--- config.mk ---
export PLATFORM = sky130hd
export DESIGN_NAME = hilo_div_unit
export DESIGN_NICKNAME = d
export VERILOG_FILES = /design/src/rtl/hilo_div_unit_pkg.sv /design/src/rtl/hilo_div_unit_div_core.sv /design/src/rtl/hilo_div_unit.sv
export SDC_FILE = /design/constraint.sdc
export NUM_CORES = 1
export LEC_CHECK = 0
export BUFFER_PORTS_ARGS = -buffer_cell sky130_fd_sc_hd__clkbuf_2
export CORE_ASPECT_RATIO = 1.2
export CORE_MARGIN = 2
export CORE_UTILIZATION = 38
export DETAILED_ROUTE_END_ITERATION = 10
export GPL_TIMING_DRIVEN = 0
export SLEW_MARGIN = 25
export SYNTH_ARGS = -nofsm -noshare
export SYNTH_HDL_FRONTEND = slang
export SYNTH_HIERARCHICAL = 1
export SYNTH_SLANG_ARGS = --single-unit
export TNS_END_PERCENT = 100
--- constraint.sdc ---
create_clock -name clk -period 5.8 [get_ports clk]
set_input_delay 0.29 -clock clk [delete_from_list [all_inputs] [get_ports clk]]
set_output_delay 0.29 -clock clk [all_outputs]
set_load 0.01 [all_outputs]
--- src/rtl/hilo_div_unit_pkg.sv ---
`default_nettype none
// ============================================================================
// hilo_div_unit_pkg : shared state encoding and constants for the HI/LO unit
// Rev 1.0
// ============================================================================
package hilo_div_unit_pkg;

  localparam int DIV_ITERS = 32;
  localparam int CNT_W     = $clog2(DIV_ITERS);

  // ALU op codes that route a divide to this unit
  localparam logic [5:0] DIV_CONTROL  = 6'h1A;
  localparam logic [5:0] DIVU_CONTROL = 6'h1B;

  typedef enum logic [1:0] {
    HILO_IDLE = 2'd0,
    HILO_RUN  = 2'd1,
    HILO_DONE = 2'd2
  } hilo_state_e;

endpackage
`default_nettype wire

--- src/rtl/hilo_div_unit_div_core.sv ---
`default_nettype none
// ============================================================================
// hilo_div_unit_div_core : restoring divider datapath, iteration counter, sign fix-up
// Rev 1.0
// ============================================================================
module hilo_div_unit_div_core
  import hilo_div_unit_pkg::*;
#(
  parameter int                DATA_W    = 32,
  parameter logic [DATA_W-1:0] DIVZ_QUOT = '1
) (
  input  logic              clk,
  input  logic              rst,
  input  logic              start_i,
  input  logic              signed_i,
  input  logic [DATA_W-1:0] a_i,
  input  logic [DATA_W-1:0] b_i,
  input  logic              abort_i,
  output logic [DATA_W-1:0] quo_o,
  output logic [DATA_W-1:0] rem_o,
  output logic              done_o
);

  logic              run_q, run_d;
  logic [CNT_W-1:0]  cnt_q, cnt_d;
  logic [DATA_W-1:0] rem_q, rem_d;
  logic [DATA_W-1:0] quo_q, quo_d;
  logic [DATA_W-1:0] dvs_q, dvs_d;
  logic              qneg_q, qneg_d;
  logic              rneg_q, rneg_d;

  logic              w_a_neg, w_b_neg, w_b_zero, w_last;
  logic [DATA_W-1:0] w_a_abs, w_b_abs;
  logic [DATA_W:0]   w_rem_shift, w_trial;

  assign w_a_neg  = signed_i & a_i[DATA_W-1];
  assign w_b_neg  = signed_i & b_i[DATA_W-1];
  // abs of the most negative value wraps to itself and is then used unsigned
  assign w_a_abs  = w_a_neg ? (~a_i + 1'b1) : a_i;
  assign w_b_abs  = w_b_neg ? (~b_i + 1'b1) : b_i;
  assign w_b_zero = (b_i == '0);
  assign w_last   = run_q && (cnt_q == CNT_W'(DIV_ITERS - 1));

  // Partial remainder is always below the divisor, so a 33-bit trial
  // subtract yields a borrow exactly when the shifted remainder is too small.
  assign w_rem_shift = {rem_q, quo_q[DATA_W-1]};
  assign w_trial     = w_rem_shift - {1'b0, dvs_q};

  always_comb begin
    run_d  = run_q;
    cnt_d  = cnt_q;
    rem_d  = rem_q;
    quo_d  = quo_q;
    dvs_d  = dvs_q;
    qneg_d = qneg_q;
    rneg_d = rneg_q;
    if (start_i) begin
      cnt_d = '0;
      if (w_b_zero) begin
        run_d  = 1'b0;
        quo_d  = DIVZ_QUOT;
        rem_d  = a_i;
        qneg_d = 1'b0;
        rneg_d = 1'b0;
      end else begin
        run_d  = 1'b1;
        quo_d  = w_a_abs;
        rem_d  = '0;
        dvs_d  = w_b_abs;
        qneg_d = w_a_neg ^ w_b_neg;
        rneg_d = w_a_neg;
      end
    end else if (abort_i) begin
      run_d = 1'b0;
    end else if (run_q) begin
      cnt_d = cnt_q + 1'b1;
      if (w_trial[DATA_W]) begin
        rem_d = w_rem_shift[DATA_W-1:0];
        quo_d = {quo_q[DATA_W-2:0], 1'b0};
      end else begin
        rem_d = w_trial[DATA_W-1:0];
        quo_d = {quo_q[DATA_W-2:0], 1'b1};
      end
      if (w_last) run_d = 1'b0;
    end
  end

  always_ff @(posedge clk) begin
    if (rst) begin
      run_q  <= 1'b0;
      cnt_q  <= '0;
      rem_q  <= '0;
      quo_q  <= '0;
      dvs_q  <= '0;
      qneg_q <= 1'b0;
      rneg_q <= 1'b0;
    end else begin
      run_q  <= run_d;
      cnt_q  <= cnt_d;
      rem_q  <= rem_d;
      quo_q  <= quo_d;
      dvs_q  <= dvs_d;
      qneg_q <= qneg_d;
      rneg_q <= rneg_d;
    end
  end

  assign quo_o  = qneg_q ? (~quo_q + 1'b1) : quo_q;
  assign rem_o  = rneg_q ? (~rem_q + 1'b1) : rem_q;
  assign done_o = w_last;

endmodule
`default_nettype wire

--- src/rtl/hilo_div_unit.sv ---
`default_nettype none
// ============================================================================
// hilo_div_unit : HI/LO architectural registers with bypassed reads and a DIV/DIVU engine
// Rev 1.0
// ============================================================================
module hilo_div_unit
  import hilo_div_unit_pkg::*;
#(
  parameter int                DATA_W    = 32,
  parameter logic [DATA_W-1:0] DIVZ_QUOT = 32'hFFFFFFFF
) (
  input  logic              clk,
  input  logic              rst,
  input  logic [1:0]        hilo_we,
  input  logic [DATA_W-1:0] hi_in,
  input  logic [DATA_W-1:0] lo_in,
  input  logic              div_start,
  input  logic              div_signed,
  input  logic [DATA_W-1:0] div_a,
  input  logic [DATA_W-1:0] div_b,
  input  logic              flush,
  output logic [DATA_W-1:0] hi,
  output logic [DATA_W-1:0] lo,
  output logic              div_busy,
  output logic              stall_req,
  output logic              div_done
);

  hilo_state_e       state_q, state_d;
  logic [DATA_W-1:0] hi_q, hi_d;
  logic [DATA_W-1:0] lo_q, lo_d;

  logic              w_idle, w_accept, w_core_last, w_commit;
  logic [DATA_W-1:0] w_core_quo, w_core_rem;

  assign w_idle   = (state_q == HILO_IDLE);
  assign w_accept = w_idle & div_start & ~flush;
  assign w_commit = (state_q == HILO_DONE) & ~flush;

  hilo_div_unit_div_core #(
    .DATA_W    (DATA_W),
    .DIVZ_QUOT (DIVZ_QUOT)
  ) u_div_core (
    .clk      (clk),
    .rst      (rst),
    .start_i  (w_accept),
    .signed_i (div_signed),
    .a_i      (div_a),
    .b_i      (div_b),
    .abort_i  (flush),
    .quo_o    (w_core_quo),
    .rem_o    (w_core_rem),
    .done_o   (w_core_last)
  );

  always_comb begin
    state_d = state_q;
    case (state_q)
      HILO_IDLE: begin
        if (w_accept) state_d = (div_b == '0) ? HILO_DONE : HILO_RUN;
      end
      HILO_RUN: begin
        if (flush)            state_d = HILO_IDLE;
        else if (w_core_last) state_d = HILO_DONE;
      end
      HILO_DONE: state_d = HILO_IDLE;
      default:   state_d = HILO_IDLE;
    endcase
  end

  // The divide result belongs to the younger instruction, so it overrides
  // any simultaneous MT*/MULT writeback on both halves.
  always_comb begin
    hi_d = hi_q;
    lo_d = lo_q;
    if (hilo_we[1]) hi_d = hi_in;
    if (hilo_we[0]) lo_d = lo_in;
    if (w_commit) begin
      hi_d = w_core_rem;
      lo_d = w_core_quo;
    end
  end

  always_ff @(posedge clk) begin
    if (rst) begin
      state_q <= HILO_IDLE;
      hi_q    <= '0;
      lo_q    <= '0;
    end else begin
      state_q <= state_d;
      hi_q    <= hi_d;
      lo_q    <= lo_d;
    end
  end

  assign hi        = hilo_we[1] ? hi_in : hi_q;
  assign lo        = hilo_we[0] ? lo_in : lo_q;
  assign div_busy  = ~w_idle;
  assign stall_req = div_busy | w_accept;
  assign div_done  = (state_q == HILO_DONE);

endmodule
`default_nettype wire

## Yosys cells after proc, flatten, opt, wreduce, memory -nomap -nowiden

Index checks and enable logic that the tools add are counted.

- Flip-flop bits (word level): 170

- Equal/unequal tests: 6
- Mux-type cells: 30
- Add/sub/neg operators: 6
- Bitwise operators: 14
- Reduce and logical (&&, ||, !) cells: 9

Operators by type and width:

| cell | count |
|---|---|
| 32-bit 2-to-1 mux | 17 |
| 32-bit by 1-bit adder with 32-bit output, second input constant | 4 |
| 32-bit NOT | 4 |
| 33-bit by 32-bit subtractor with 33-bit output | 1 |
| 32-bit logical NOT | 1 |
| 1-bit 2-to-1 mux | 8 |
| 2-bit 2-to-1 mux | 4 |
| 2-bit AND reduction | 4 |
| 5-bit by 1-bit adder with 5-bit output, second input constant | 1 |
| 1-bit bitwise AND | 5 |
| 5-bit equality test, second input constant | 1 |
| 2-bit by 1-bit inequality test with 1-bit output, second input constant | 2 |
| 2-bit case mux with 2 select lines | 1 |
| 3-bit by 2-bit inequality test with 1-bit output, second input constant | 1 |
| 1-bit NOT | 3 |
| 2-bit by 1-bit equality test with 1-bit output, second input constant | 1 |
| 2-bit equality test, second input constant | 1 |
| 2-bit logical NOT | 1 |
| 2-bit nonzero test | 1 |
| 2-bit OR reduction | 1 |
| 1-bit logical AND | 1 |
| 1-bit OR | 1 |
| 1-bit bitwise XOR | 1 |

## Longest topological paths before layout

Gate-level depths: netlist of the first run.

- Word-level depth: 6
- Gate-level depth with buffers: 13
- Gate-level depth less buffers: 12

## By module

The synthesis of the first run kept the hierarchy.

By module, submodules not included:

| module | times used | area each (um^2) | sequential area each (um^2) | cells an instance |
|---|---|---|---|---|
| hilo_div_unit_div_core | 1 | 8,694.6 | 2,082.0 | 1,071 |
| hilo_div_unit | 1 | 3,218.1 | 1,321.3 | 302 |

## Least setup slack after synthesis of the first run

OpenSTA, ideal clock, no wires.

- Path type: register -> register
- From: reg u_div_core.quo_q[31]
- To: reg u_div_core.rem_q[10]
- Setup time: 0.134 ns
- Slack: 2.605 ns
- Period minus slack after synthesis: 3.195 ns
- Stages on the path, launching flop included: 14
- Required time: 5.666 ns
- Arrival time: 3.062 ns
- Cells stage by stage: dfxtp_1 > inv_1 > ha_1 > fa_1 > nand2b_1 > a21oi_1 > o211ai_1 > and2_4 > o41a_1 > o211ai_4 > xor2_4 > buf_6 > mux2i_1 > o22ai_1

- Longest elaborated chain between the ends: 5

Ends and longest elaborated chain:

| item | RTL line | text |
|---|---|---|
| start, declared | hilo_div_unit_div_core.sv:27 | `logic [DATA_W-1:0] quo_q, quo_d;` |
| start signal, assigned | hilo_div_unit_div_core.sv:101 | `quo_q <= quo_d;` |
| 33-bit by 32-bit subtractor with 33-bit output | hilo_div_unit_div_core.sv:47 | `assign w_trial = w_rem_shift - {1'b0, dvs_q};` |
| 32-bit 2-to-1 mux | hilo_div_unit_div_core.sv:77 | `if (w_trial[DATA_W]) begin` |
| 32-bit 2-to-1 mux | hilo_div_unit_div_core.sv:75 | `end else if (run_q) begin` |
| 32-bit 2-to-1 mux | hilo_div_unit_div_core.sv:73 | `end else if (abort_i) begin` |
| 32-bit 2-to-1 mux | hilo_div_unit_div_core.sv:57 | `if (start_i) begin` |
| end signal, assigned | hilo_div_unit_div_core.sv:100 | `rem_q <= rem_d;` |
| end, declared | hilo_div_unit_div_core.sv:26 | `logic [DATA_W-1:0] rem_q, rem_d;` |

No other way between the ends. The select of a mux whose other input is x is not followed.
A chain may end at the register's enable or synchronous reset.

## Worst setup path after layout of the first run

- From: reg u_div_core.rem_q[0]
- To: reg u_div_core.rem_q[4]

- Longest elaborated chain between the ends: 5

Ends and longest elaborated chain:

| item | RTL line |
|---|---|
| 33-bit by 32-bit subtractor with 33-bit output | hilo_div_unit_div_core.sv:47 |
| 32-bit 2-to-1 mux | hilo_div_unit_div_core.sv:77 |
| 32-bit 2-to-1 mux | hilo_div_unit_div_core.sv:75 |
| 32-bit 2-to-1 mux | hilo_div_unit_div_core.sv:73 |
| 32-bit 2-to-1 mux | hilo_div_unit_div_core.sv:57 |

No other way between the ends. The select of a mux whose other input is x is not followed.

==> metrics.cfg, run 1 <==
[outcome]
status = complete, no violations

[placed_design]
port_buffers = 199
dpl-instance-area_um2 = 13400
gp_congestion = 0.940
dp_slack_ps = 1710
post-dp-hpwl_um = 30900

[power]
p_per_area_nw_per_um2 = 220
ir_drop_v = 0.000191
leakagePower_uw = 0.00611

[die]
core_um2 = 31100
initial_core_util_pct = 38.3
die-area_um2 = 32800
boundaryPins = 202
placementRows = 71
die_y_um = 198
die_w_um = 166

[timing]
fin_setup_tns_ps = 0
post-route-period-util_pct = 71.9
setup_slack_ps = 1630
relSlewSlack_pct = 29.9
grt_setup_unrepaired = false
worst_slew_pin_slew_ps = 1040
finClkSkew_ps = 15.1
hold_viol = 0
slew_viol_final = 0
min_period_ps = 4170
fmax_ghz = 0.240
holdWs_ps = 160
final-setup-viol-count = 0

[clock_network]
cts_tree = built
post_cts_resize_count = 0
post_cts_buffers = 0
cts_root_buf = clkbuf_16
h-tree-depth = 4
postCtsHoldBufs = 0
clk_latency_ps = 440
clk_pin_slew_worst_paths_ps = 70
clock-sinks = 170
cts_buffer_depth = 2
cts_buffers = 17

[layout]
drive_gt1_share_pct = 21.6
nNetsFinal = 1765
area_delta_synth_final_pct = 17.5
final_core_util_pct = 45.0
stdcell_area_um2 = 14000

[yosys]
synth_edf_count = 0
ys.flop_type = dfxtp_1
syn-num-nets = 1547
yosys.area.top_type = dfxtp_1
synth_area_leaders = dfxtp_1 29%, mux2i_1 9.2%, xnor2_1 8.4%
synth_cell_types = 77
syn-cell-area_um2 = 11900
yosysSeqAreaShare_pct = 28.6
async_flop_share_pct = 0
syn-instance-count = 1373
ys_ff_latch = 170
yosys-top-cells-count = 170 x dfxtp_1, 146 x nor2_1, 114 x xnor2_1
synth_most_common_cell = dfxtp_1
yosysTopAreaCellShare_pct = 28.6
avgSynthCellArea_um2 = 8.68
synth-warning-count = 6

[global_route]
use_met1_pct = 26.8
grt_overflow = 0
grt_pass1_wl_um = 58700
grt_max_degree = 17
first_global_vias = 10600
busiest_layer = met2
gr-usage-all-layers_pct = 22.6
use_met3_pct = 2.94
grt_util_met2_pct = 40.7
antenna_found_initial = 1

[setup_path]
path_max_fanout = 10
cp.arrival_ps = 4460
regToRegEndpoint = u_div_core/rem_q[4]
worstSetupPathType = flop to flop
start_kind = flop
r2r-start = u_div_core/rem_q[0]
required_ps = 6090
r2r_slack_ps = 1630
critPathCaptureType = flop
r2r_cells = 12
crit_path_start = u_div_core/rem_q[0]

[detailed_routing]
firstDrtPassIters = 7
drt-initial-drc-count = 670
vias = 11000
wl_per_cell_um = 18.9
drc = 0
ant_nets = 0
drt-vias-per-instance = 5.49
postRouteWirelength_um = 37900

[run]
max-cap-violations = 0

[worst_hold_path]
hold_start = div_b[1]
min_path_type = input port to flop
holdPathStages = 3
min_to = u_div_core/dvs_q[1]

## area by class of cell
cell class | instances | area (um^2)
clock buffer | 19 | 453
timing repair buffer | 199 | 996
multi-input combinational | 1067 | 7890
buffer | 81 | 414
inverter | 55 | 206
antenna | 2 | 5.00
sequential | 170 | 3400
fill | 3065 | 17100
tap | 401 | 502
clock inverter | 13 | 134
## worst max-delay path by stage
stage	depth (start not counted)	end
2_1_floorplan	13	u_div_core/rem_q[10]
3_5_place_dp	12	u_div_core/rem_q[3]
5_1_grt	12	u_div_core/rem_q[3]
4_1_cts	12	u_div_core/rem_q[3]
3_3_place_gp	12	u_div_core/rem_q[4]
6_report	12	u_div_core/rem_q[4]
## cell families after synthesis
| group | synth area share, % |
|---|---|
| XOR/XNOR | 11.3 |
| flip-flops | 28.6 |
| adder cells (fa/ha/maj) | 4.16 |
| AO/OA/AOI/OAI | 20.2 |
| multiplexers | 15.2 |
| AND/OR/NAND/NOR | 15.4 |
| buffers and inverters | 5.21 |
## layer usage
layer	wire (um)	vias up
met5	0	-
met2	18800	339
met1	16100	5164
met4	1560	0
li1	-	5448
met3	1560	64
## through the flow
step | instances | total power [uW]
floorplan | 1373 | 1730
global placement | 1973 | 1940
detailed placement | 1973 | 1950
CTS | 2005 | 3090
global route | 2006 | 3210
finish | 2007 | 3070
## critical path: stages (launching register included)
cell and delay, ps:
dfxtp_1 620, inv_1 290, fa_1 510, nand2b_1 190, a21oi_1 250, o211ai_1 230, and2_4 220, o41a_1 440
o211ai_4 260, xor2_4 440, buf_6 250, mux2i_1 230, o22ai_1 100
## state kept, by name, indices dropped and copies added (netlist names), 2 cells and up
register and cells:
u_div_core/dvs_q 32, hi_q 32, u_div_core/rem_q 32, lo_q 32, u_div_core/quo_q 32, state_q 2
u_div_core/cnt_q 5
## where the power goes
group / leakage [uW] / total (uW) / switching (uW) / internal, uW
clock: 0.000285 / 1140 / 515 / 627
combinational: 0.00443 / 666 / 383 / 283
sequential: 0.00139 / 1270 / 39.6 / 1230
total: 0.00611 / 3070 / 938 / 2140
## placed cells by master (no fill, tap or decap), drive strengths merged, types with 16 or more instances in the layout
cell    instances
a211oi         28
a21oi          81
a221oi         17
a22oi          33
buf            31
clkbuf        268
dfxtp         170
ha             38
inv            61
mux2           64
mux2i         109
nand2          80
nand2b         17
nor2          148
nor4           21
o21ai          50
o22ai          30
o31ai          32
o41ai          17
or3            16
xnor2         114
xor2           37
No activity file was read; power rests on OpenSTA's default activity.
==> run 2: changes to the inputs <==
Clock period 5.8 ns to 4.2 ns, I/O delays scaled along.
==> metrics.cfg, run 2 (synthesized netlist as in run 1, its figures left out) <==
[clock_network]
h-tree-depth = 4  ; unchanged
clk_latency_ps = 440  ; about the same
clk_pin_slew_worst_paths_ps = 70  ; about the same
postCtsHoldBufs = 0  ; unchanged
post_cts_resize_count = 0  ; unchanged
cts_root_buf = clkbuf_16
cts_buffer_depth = 2  ; unchanged
cts_tree = built
clock-sinks = 170  ; unchanged
cts_buffers = 17  ; unchanged

[detailed_routing]
wl_per_cell_um = 18.8  ; -0.33%
drt-initial-drc-count = 692  ; +3.3%
firstDrtPassIters = 5  ; -2
ant_nets = 0  ; unchanged
postRouteWirelength_um = 37800  ; -0.28%
drc = 0  ; unchanged
vias = 10900  ; -0.79%
drt-vias-per-instance = 5.44  ; -0.84%

[power]
leakagePower_uw = 0.00611  ; about the same
p_per_area_nw_per_um2 = 303  ; +38%
total_power_uw = 4250  ; +38%
ir_drop_v = 0.000263  ; +38%

[timing]
fin_setup_tns_ps = 0  ; unchanged
finClkSkew_ps = 15.0  ; -0.0698 ps
final-setup-viol-count = 0  ; unchanged
setup_slack_ps = 250  ; -1380 ps
worst_slew_pin_slew_ps = 965  ; -76.1 ps
min_period_ps = 3950  ; -221 ps
hold_viol = 0  ; unchanged
grt_setup_unrepaired = false
post-route-period-util_pct = 94.0  ; +22 points
fmax_ghz = 0.253  ; +5.6%
relSlewSlack_pct = 35.1  ; +5.1 points
slew_viol_final = 0  ; unchanged

[die]
placementRows = 71  ; unchanged
boundaryPins = 202  ; unchanged
core_um2 = 31100  ; unchanged
die_y_um = 198  ; unchanged
initial_core_util_pct = 38.3  ; unchanged
die-area_um2 = 32800  ; unchanged
die_w_um = 166  ; unchanged

[global_route]
use_met1_pct = 26.8  ; unchanged
first_global_vias = 10600  ; unchanged
grt_overflow = 0  ; unchanged
grt_pass1_wl_um = 58700  ; unchanged
antenna_found_initial = 1  ; unchanged
grt_max_degree = 17  ; unchanged
use_met3_pct = 2.94  ; unchanged
busiest_layer = met2
grt_util_met2_pct = 40.7  ; unchanged
gr-usage-all-layers_pct = 22.6  ; unchanged

[layout]
final_cells = 2008  ; +0.050%
final_common_cell = clkbuf_2
area_delta_synth_final_pct = 17.6  ; about the same
final_cell_mix = 199 x clkbuf_2, 170 x dfxtp_1, 146 x nor2_1
drive_gt1_share_pct = 21.7  ; +0.049 points
fillers = 3066  ; +0.033%
nNetsFinal = 1766  ; +0.057%
multiInputGateArea_um2 = 7890  ; unchanged
seqCellArea_um2 = 3400  ; unchanged

[outcome]
status = complete, no violations

[setup_path]
cp.arrival_ps = 4240  ; -220 ps
required_ps = 4490  ; -1600 ps
critPathCaptureType = flop
start_kind = flop
path_max_fanout = 10  ; unchanged
worstSetupPathType = flop to flop

[placed_design]
dp_cells = 1973  ; unchanged
post-dp-hpwl_um = 30900  ; unchanged
port_buffers = 199  ; unchanged
gp_congestion = 0.940  ; unchanged
dp_slack_ps = 111  ; -1600 ps

[run]
max-cap-violations = 0  ; unchanged

[worst_hold_path]
min_path_type = input port to flop

==> run 2: worst paths after layout <==
path | startpoint | endpoint | slack (ps) | cells past startpoint
setup / recovery | u_div_core/rem_q[0] | u_div_core/rem_q[4] | 250 | 12
hold / removal | div_b[1] | u_div_core/dvs_q[1] | 80 | 3
setup reg to reg | u_div_core/rem_q[0] | u_div_core/rem_q[4] | 250 | 12
hold reg to reg | u_div_core/dvs_q[21] | u_div_core/dvs_q[21] | 460 | 2
==> run 2: routing by layer <==
metal	up-vias	part of all wire, %
li1	5458	-
met1	5071	42
met2	334	49
met3	65	4.6
met4	0	4.3
met5	-	0
==> run 2: where the power goes <==
part           internal [uW]  switching [uW]
sequential              1690            55.0
clock                    866             713
combinational            392             528
==> run 2: what timing repair did <==
action / 4_1_cts / 5_1_grt
buffers inserted: 0 / 1
endpoints found under the setup margin: 0 / 2
hold endpoints to repair: 0 / 0
==> run 2: layout make-up <==
type,count,area share (%)
Tap cell,401,3.58
Clock buffer,19,3.23
Clock inverter,13,0.956
Inverter,55,1.47
Multi-Input combinational cell,1067,56.3
Timing Repair Buffer,200,7.16
Antenna cell,2,0.0357
Sequential cell,170,24.3
Buffer,81,2.96
==> run 2: worst max-delay path, stage by stage (launching register included) <==
cell and delay (ps):
dfxtp_1 600, inv_1 280, fa_1 510, nand2b_1 190, a21oi_1 250, o211ai_1 230
and2_4 220, o41a_1 450, o211ai_4 260, xor2_4 270, buf_6 220, mux2i_1 230
o22ai_1 110
==> run 2: metrics by stage <==
stage	hold slack, ps	cell area [um^2]	utilization [%]
3_3_place_gp	446	13400	43.1
5_1_grt	97.7	14000	45.1
4_1_cts	60.3	14000	45.0
3_5_place_dp	455	13400	43.1
2_1_floorplan	346	11900	-
6_report	76.1	14000	45.1
==> run 3: changes to the inputs <==
Settings changed: SYNTH_HIERARCHICAL 1 to unset.
==> metrics.cfg, run 3 <==
[detailed_routing]
wl_met2_um = 20500  ; +10%
firstDrtPassIters = 5  ; unchanged
top_layer_used = met5
met1_length_um = 17800  ; +12%
postRouteWirelength_um = 42300  ; +12%
drc = 0  ; unchanged
vias = 12000  ; +9.6%
drt-vias-per-instance = 5.61  ; +3.0%
drt-initial-drc-count = 887  ; +28%
dr_wl_met3_um = 2080  ; +19%
wl_per_cell_um = 19.8  ; +5.3%
ant_nets = 0  ; unchanged

[clock_network]
cts_buffer_depth = 2  ; unchanged
cts_root_buf = clkbuf_16
cts_buffers = 17  ; unchanged
clock-sinks = 170  ; unchanged
cts_tree = built
clk_pin_slew_worst_paths_ps = 70  ; about the same
clk_latency_ps = 450  ; about the same
h-tree-depth = 4  ; unchanged

[run]
max-cap-violations = 0  ; unchanged

[timing]
hold_viol = 0  ; unchanged
fmax_ghz = 0.256  ; +0.93%
relSlewSlack_pct = 28.5  ; -6.6 points
grt_setup_unrepaired = false
min_period_ps = 3910  ; -36.5 ps
slew_viol_final = 0  ; unchanged
post-route-period-util_pct = 93.2  ; -0.87 points
finClkSkew_ps = 11.5  ; -3.55 ps
worst_slew_pin_slew_ps = 1070  ; +103 ps
final-setup-viol-count = 0  ; unchanged

[layout]
nNetsFinal = 1900  ; +7.6%
drive_gt1_share_pct = 18.6  ; -3.1 points
area_delta_synth_final_pct = 17.6  ; about the same
antenna_cells = 0  ; -2
final_cell_mix = 201 x clkbuf_2, 181 x nor2_1, 170 x dfxtp_1
final_cells = 2135  ; +6.3%
final_common_cell = clkbuf_2
stdcell_area_um2 = 14000  ; -0.31%

[yosys]
synth_cell_types = 68  ; -12%
synth_area_leaders = dfxtp_1 29%, xor2_1 7.0%, a21oi_1 6.2%
ys.flop_type = dfxtp_1
syn-instance-count = 1510  ; +10%
yosys-top-cells-count = 181 x nor2_1, 170 x dfxtp_1, 147 x a21oi_1
synth_most_common_cell = nor2_1
avgSynthCellArea_um2 = 7.86  ; -9.4%
yosysTopAreaCellShare_pct = 28.7  ; +0.099 points
yosys.area.top_type = dfxtp_1
yosysSeqAreaShare_pct = 28.7  ; +0.099 points
synth_edf_count = 0  ; unchanged
synth-warning-count = 0  ; -6
async_flop_share_pct = 0  ; unchanged
syn-num-nets = 1684  ; +8.9%
ys_ff_latch = 170  ; unchanged
syn-cell-area_um2 = 11900  ; -0.35%

[power]
leakagePower_uw = 0.00558  ; -8.7%
p_per_area_nw_per_um2 = 364  ; +20%
ir_drop_v = 0.000220  ; -16%

[setup_path]
worstSetupPathType = flop to flop
r2r_cells = 13  ; +1
cp.arrival_ps = 4230  ; about the same
regToRegEndpoint = u_div_core.rem_q[0]
critPathCaptureType = flop
required_ps = 4520  ; +30 ps
start_kind = flop
path_max_fanout = 10  ; unchanged
r2r_slack_ps = 290  ; +40 ps
r2r-start = u_div_core.rem_q[26]

[placed_design]
port_buffers = 197  ; -1.0%
dp_cells = 2103  ; +6.6%
gp_congestion = 0.941  ; +0.13%
dpl-instance-area_um2 = 13400  ; -0.43%
post-dp-hpwl_um = 33700  ; +9.0%

[die]
die-area_um2 = 32700  ; -0.34%
initial_core_util_pct = 38.7  ; +0.41 points
die_y_um = 198  ; -0.17%
die_w_um = 165  ; -0.17%
placementRows = 70  ; -1.4%
boundaryPins = 202  ; unchanged
core_um2 = 30700  ; -1.4%

[global_route]
antenna_found_initial = 1  ; unchanged
grt_overflow = 0  ; unchanged
grt_max_degree = 17  ; unchanged
first_global_vias = 11500  ; +8.4%
gr-usage-all-layers_pct = 25.6  ; +3.0 points
grt_pass1_wl_um = 64000  ; +9.0%

[worst_hold_path]
min_to = u_div_core.dvs_q[0]
min_path_type = input port to flop
hold_start = div_b[0]
holdPathStages = 3  ; unchanged

[outcome]
status = complete, no violations

==> run 3: changes by cell type in the layout (fill, tap and decap cells not counted), moves of 21 or more <==
cell	delta
mux2i_1	-83
xnor2_1	-68
a21oi_1	+66
a211oi_1	+65
xor2_1	+59
o21ai_0	+43
nor2_1	+35
clkbuf_1	+30
o22ai_1	-29
mux2_1	-27
mux2_2	+27
a22oi_1	-26
nand2_1	+21
==> run 3: final cells by class <==
cell class                 instances  area (um^2)
timing repair buffer             197          986
sequential                       170         3400
tap                              396          495
buffer                           101          394
clock inverter                    11          145
inverter                          52          195
fill                            3164        16700
clock buffer                      21          460
multi-input combinational       1187         7890
==> run 3: kinds of logic (layout without fill, tap and decap cells) <==
kind of cell    after synthesis  after routing  synth area share [%]
compound gates              479            479                  26.2
xor+xnor                    141            141                  10.4
fa+ha+maj                    39             39                  4.17
buf+inv                     153            382                  4.90
flops                       170            170                  28.7
mux                          90             90                  8.26
simple gates                438            438                  17.4
==> run 3: report_power, final <==
group / internal, uW / leakage [uW] / total [uW] / switching, uW
clock: 966 / 0.000289 / 1670 / 709
sequential: 1710 / 0.00140 / 1810 / 97.1
combinational: 619 / 0.00389 / 1590 / 976
total: 3300 / 0.00558 / 5080 / 1780
==> run 3: worst max-delay path, stage by stage, from the launching register on <==
cell and delay, ps:
dfxtp_1 520, ha_1 300, clkbuf_1 190, a21oi_1 190, o21ai_1 110, a2111oi_0 590, nand3_1 140, o21ai_1 210
xor2_1 420, clkbuf_2 340, buf_2 360, nor3_1 80, a31oi_1 210, a211oi_1 100
==> run 3: layer usage <==
layer / vias to the layer above / global-route usage [%]
met5: - / 0
met4: 2 / 12.2
met3: 88 / 4.26
met2: 387 / 44.7
met1: 5557 / 30.2
li1: 5939 / -
==> run 3: metrics by stage <==
stage	util (%)	setup slack, ps	hold WS [ps]	TNS (ps)	power, uW
final	45.6	287	64.0	0	5080
after detailed placement	43.6	-80.2	456	-120	3400
after floorplan	-	1090	319	0	2880
after global placement	43.6	-163	441	-1040	3390
after CTS	45.5	98.2	64.8	0	5060
after global routing	45.6	43.5	71.4	0	5300
==> run 3: how the worst max path moves through the flow <==
stage                                    start                   end  slack [ps]
after floorplan           u_div_core.quo_q[31]  u_div_core.rem_q[18]        1090
after global placement    u_div_core.rem_q[26]   u_div_core.rem_q[0]        -160
after detailed placement  u_div_core.rem_q[26]   u_div_core.rem_q[0]         -80
after CTS                 u_div_core.rem_q[26]  u_div_core.rem_q[18]         100
after global routing      u_div_core.rem_q[26]  u_div_core.rem_q[18]          40
final                     u_div_core.rem_q[26]   u_div_core.rem_q[0]         290
==> run 3: what timing repair did <==
item	CTS	global route
hold buffers	0	0
setup endpoints to repair	11	28
resized for setup	2	7
buffers inserted	0	0
